[src/rtl/pipe_pkg.sv]
// rtl/pipe_pkg.sv - shared occupancy state encoding for pipe_skid_buf
package pipe_pkg;

    typedef enum logic [1:0] {
        PS_EMPTY = 2'd0,
        PS_MAIN  = 2'd1,
        PS_FULL  = 2'd2
    } pipe_state_t;

    localparam pipe_state_t PS_RST = PS_EMPTY;

endpackage

[src/rtl/pipe_slot.sv]
// rtl/pipe_slot.sv - sync-reset load-enable payload register (main or skid slot)
module pipe_slot #(
    parameter int WIDTH = 32
) (
    input  logic             clk,
    input  logic             rst,
    input  logic             ld,
    input  logic [WIDTH-1:0] din,
    output logic [WIDTH-1:0] dout
);

    always_ff @(posedge clk) begin
        if (rst) begin
            dout <= '0;
        end else if (ld) begin
            dout <= din;
        end
    end

endmodule

[src/rtl/pipe_skid_buf.sv]
// rtl/pipe_skid_buf.sv - two-entry registered valid/ready skid buffer; PIPE_SKID_INIT_EN adds test preload
module pipe_skid_buf
    import pipe_pkg::*;
#(
    parameter int WIDTH = 32
) (
    input  logic             clk,
    input  logic             rst,
    input  logic             flush,
`ifdef PIPE_SKID_INIT_EN
    input  logic             init,
    input  logic             init_valid,
    input  logic [WIDTH-1:0] init_data,
`endif
    input  logic             in_valid,
    output logic             in_ready,
    input  logic [WIDTH-1:0] in_data,
    output logic             out_valid,
    input  logic             out_ready,
    output logic [WIDTH-1:0] out_data
);

    pipe_state_t      state;
    pipe_state_t      state_next;
    logic             in_fire;
    logic             out_fire;
    logic             main_ld;
    logic             skid_ld;
    logic [WIDTH-1:0] main_din;
    logic [WIDTH-1:0] skid_din;
    logic [WIDTH-1:0] skid_dout;

    assign in_fire  = in_valid & in_ready;
    assign out_fire = out_valid & out_ready;

    // Handshake flags are flops computed from the next state, so out_ready
    // never reaches in_ready within a cycle.
    always_ff @(posedge clk) begin
        if (rst) begin
            state     <= PS_RST;
            out_valid <= 1'b0;
            in_ready  <= 1'b0;
        end else begin
            state     <= state_next;
            out_valid <= (state_next != PS_EMPTY);
            in_ready  <= (state_next != PS_FULL);
        end
    end

    always_comb begin
        state_next = state;
        main_ld    = 1'b0;
        skid_ld    = 1'b0;
        main_din   = in_data;
        skid_din   = in_data;
`ifdef PIPE_SKID_INIT_EN
        if (init) begin
            main_ld    = 1'b1;
            main_din   = init_data;
            skid_ld    = 1'b1;
            skid_din   = '0;
            state_next = init_valid ? PS_MAIN : PS_EMPTY;
        end else
`endif
        if (flush) begin
            state_next = PS_EMPTY;
        end else begin
            unique case (state)
                PS_EMPTY: begin
                    if (in_fire) begin
                        main_ld    = 1'b1;
                        state_next = PS_MAIN;
                    end
                end
                PS_MAIN: begin
                    if (in_fire && out_fire) begin
                        main_ld = 1'b1;
                    end else if (in_fire) begin
                        skid_ld    = 1'b1;
                        state_next = PS_FULL;
                    end else if (out_fire) begin
                        state_next = PS_EMPTY;
                    end
                end
                PS_FULL: begin
                    if (out_fire) begin
                        main_ld    = 1'b1;
                        main_din   = skid_dout;
                        state_next = PS_MAIN;
                    end
                end
                default: state_next = PS_RST;
            endcase
        end
    end

    pipe_slot #(.WIDTH(WIDTH)) u_main (
        .clk  (clk),
        .rst  (rst),
        .ld   (main_ld),
        .din  (main_din),
        .dout (out_data)
    );

    pipe_slot #(.WIDTH(WIDTH)) u_skid (
        .clk  (clk),
        .rst  (rst),
        .ld   (skid_ld),
        .din  (skid_din),
        .dout (skid_dout)
    );

endmodule

[config.mk]
export PLATFORM = sky130hd
export DESIGN_NAME = pipe_skid_buf
export DESIGN_NICKNAME = d
export VERILOG_FILES = /design/src/rtl/pipe_pkg.sv /design/src/rtl/pipe_slot.sv /design/src/rtl/pipe_skid_buf.sv
export SDC_FILE = /design/constraint.sdc
export NUM_CORES = 1
export LEC_CHECK = 0
export ABC_AREA = 1
export BUFFER_PORTS_ARGS = -buffer_cell sky130_fd_sc_hd__buf_2
export CORE_MARGIN = 5
export CORE_UTILIZATION = 45
export DETAILED_ROUTE_END_ITERATION = 6
export PLACE_DENSITY_LB_ADDON = 0.12
export SLEW_MARGIN = 20
export SYNTH_ARGS = -nofsm -noshare
export SYNTH_HDL_FRONTEND = slang
export SYNTH_SLANG_ARGS = --single-unit
[constraint.sdc]
create_clock -name clk -period 1.2 [get_ports clk]
set_input_delay 0.06 -clock clk [delete_from_list [all_inputs] [get_ports clk]]
set_output_delay 0.06 -clock clk [all_outputs]
set_load 0.02 [all_outputs]
==> key figures <==
STA
  • Minimum clock period: 1.36 ns
  • Final Setup Violations: 64
  • Slew Limit Fails: 0
  • Max Fclk: 737 MHz
  • Slew HR: 0.771
  • TNS Setup: -6.26 ns
  • Hold Fails Final Rpt: 0
  • Unrepaired setup endpoints after global routing: yes
  • Slew @ Worst Pin: 0.344 ns
  • Final worst path period share: 1.13
  • Skew final: 0.00692 ns
  • Final worst slack: -0.157 ns

Final layout
  • Antenna Cells: 0
  • Multi-input gate area: 0.00169 sq mm
  • Total area of sequential cells: 0.00137 sq mm
  • Non-Filler Instances: 728
  • Synth-to-layout area growth: 54.6%
  • Share of layout cells above drive strength 1: 0.332
  • Fin nets: 666
  • Fill cells: 551

GRT
  • Antenna violations before repair: 0
  • Grt ovf: 0
  • Largest net degree at the start of global routing: 65
  • First-pass GRT wire length: 14.4 mm
  • Vias in the first global route: 3,078
  • Total track usage: 0.207

CTS
  • Clock Path Buffers: 2
  • Clk sinks: 68
  • Num CTS Buffers: 9
  • CTS tree: yes
  • Clock root cell: clkbuf_8
  • CTS clk-pin slew, worst paths: 0.07 ns
  • Clk_lat worst skew: 0.33 ns
  • H-tree Lvls: 3

Setup path
  • CP Class: register to register
  • Critical Path Fanout Max: 7
  • Req. time, crit path: 1.42 ns
  • Crit path DAT: 1.58 ns
  • CP Capture Type: register
  • Startpoint Class: register

Worst hold path
  • HP Class: primary input to register

Detailed routing
  • Drt wl/cell: 12.3 um
  • Vias per cell: 4.59
  • Final antenna-violating net count: 0
  • DRC Markers: 0
  • DR pass1 iterations: 4
  • Final wirelength: 8.98 mm
  • Vias: 3,338
  • Detailed Route Iter0 Violations: 155

Placement
  • Post-detail-place hpwl: 5.14 mm
  • Routability Congestion: 0.826
  • Dpl ws: -0.117 ns
  • Placed insts: 672
  • Port-buffer cells: 70

Logic synthesis
  • Dominant cells by area after synthesis: dfxtp_1 (43%), nor2_1 (20%), nand2_1 (12%), inv_1 (7.7%), nand3_1 (5.5%)
  • Library cell with the largest summed area after synthesis: dfxtp_1
  • Post-Syn Nets: 546
  • Yosys reg bits: 68
  • Sequential-to-total area share from yosys stat: 0.431
  • Mapped Cells: 509
  • Mean area per synthesized cell: 6.20 sq um
  • Post-synth top area share: 0.431
  • Netlist Area Pre-Place: 0.00316 sq mm
  • Post-synth cell types: 19
  • Ys Warns: 0

Floorplanning
  • Die Wd: 93.8 um
  • Ports: 71
  • Rows: 30
  • Die area: 0.00879 sq mm
  • Die height: 93.8 um
  • Starting Density: 0.465
  • CORE AREA: 0.00679 sq mm

Power and ir drop
  • Worst vdd ir: 0.795 mV
  • PD cells: 1020 mW/mm^2
  • Leakage power: 2.29 nW

Run status
  • Failing checks: negative setup slack
  • Status: complete, but fails checks

Run
  • Maxcap violations: 0
[metrics by stage]
step                      instance area (sq um)  total power (W)  utilization  hold WS [ns]
final                                      4880          0.00496        0.718        0.0118
after global routing                       4880          0.00521        0.718        0.0149
after floorplan                            3260          0.00282            -         0.119
after global placement                     3860          0.00307        0.569         0.285
after CTS                                  4600          0.00492        0.677      0.000915
after detailed placement                   3860          0.00308        0.569         0.275
[routing by layer]
layer / GRT usage / up-vias / wire (um)
met5: 0 / - / 0
met4: 0.0782 / 0 / 187
met3: 0.0353 / 18 / 389
li1: - / 1766 / -
met1: 0.272 / 1471 / 4010
met2: 0.340 / 83 / 4390
[repair_timing]
action	CTS	global route
hold endpoints to repair	32	0
gates cloned	4	3
hold buffers	29	0
pin swaps	3	10
buffers inserted	6	0
endpoints found under the setup margin	64	65
resized for setup	31	65
[worst max-delay path: stages, from the launching register on]
cell and delay, ns:
dfxtp_4 0.36, buf_4 0.15, nand4_1 0.13, buf_6 0.18
clkinv_8 0.10, buf_6 0.15, nor2_1 0.11, nor2_1 0.06
[cells by family after synthesis]
kind of cell / count (synthesis) / share of synthesized area
compound gates: 36 / 0.0587
buf+inv: 97 / 0.125
flops: 68 / 0.431
simple gates: 308 / 0.385
[power by group]
group | switching [W] | total, W | internal [W] | leakage (nW)
sequential | 0.0000418 | 0.00237 | 0.00233 | 0.555
clock | 0.000810 | 0.00170 | 0.000890 | 0.0941
combinational | 0.000471 | 0.000885 | 0.000414 | 1.64
[synth_stat cells]
| cell | instances |
|---|---|
| buf_1 | 1 |
| clkbuf_1 | 14 |
| nor2_1 | 165 |
| nand3_2 | 1 |
| inv_1 | 65 |
| clkinv_1 | 1 |
| o21ai_1 | 32 |
| buf_4 | 6 |
| nand3_1 | 35 |
| a31oi_1 | 1 |
| nor2_2 | 1 |
| nand4_1 | 1 |
| a21oi_2 | 1 |
| nand2_2 | 2 |
| inv_2 | 4 |
| nand2_1 | 103 |
| a21oi_1 | 2 |
| dfxtp_1 | 68 |
| buf_2 | 6 |
[final timing paths]
| check | from | to | slack (ns) | depth (start not counted) |
|---|---|---|---|---|
| setup / recovery | state[0] | u_skid.dout[22] | -0.16 | 7 |
| hold / removal | in_data[14] | u_skid.dout[14] | 0.01 | 3 |
| setup reg to reg | state[0] | u_skid.dout[22] | -0.16 | 7 |
| hold reg to reg | u_skid.dout[17] | u_skid.dout[17] | 0.47 | 2 |
[area by class of cell]
class | instances | share of cell area
multi-input cells | 344 | 0.346
flip-flops and latches | 68 | 0.281
repair buffers | 136 | 0.255
inverters | 70 | 0.0574
clock buffers | 12 | 0.0338
well taps | 96 | 0.0246
clock inverters | 2 | 0.00205
[registers in the layout (all words and copies together) (netlist names)]
| signal | flops |
|---|---|
| out_valid | 1 |
| u_skid.dout | 32 |
| state | 2 |
| u_main.dout | 32 |
| in_ready | 1 |
[layout by cell type, fill, tap and decap left out, types with 17 or more instances in the layout]
master         synthesis  routed
buf_2                  6      70
dfxtp_1               68      64
dlygate4sd3_1          0      29
inv_1                 65      64
nand2_1              103      77
nand2_2                2      23
nand3_1               35      30
nor2_1               165     137
nor2_2                 1      26
o21ai_1               32      17
Note: power is estimated with default switching activity, not from simulation.
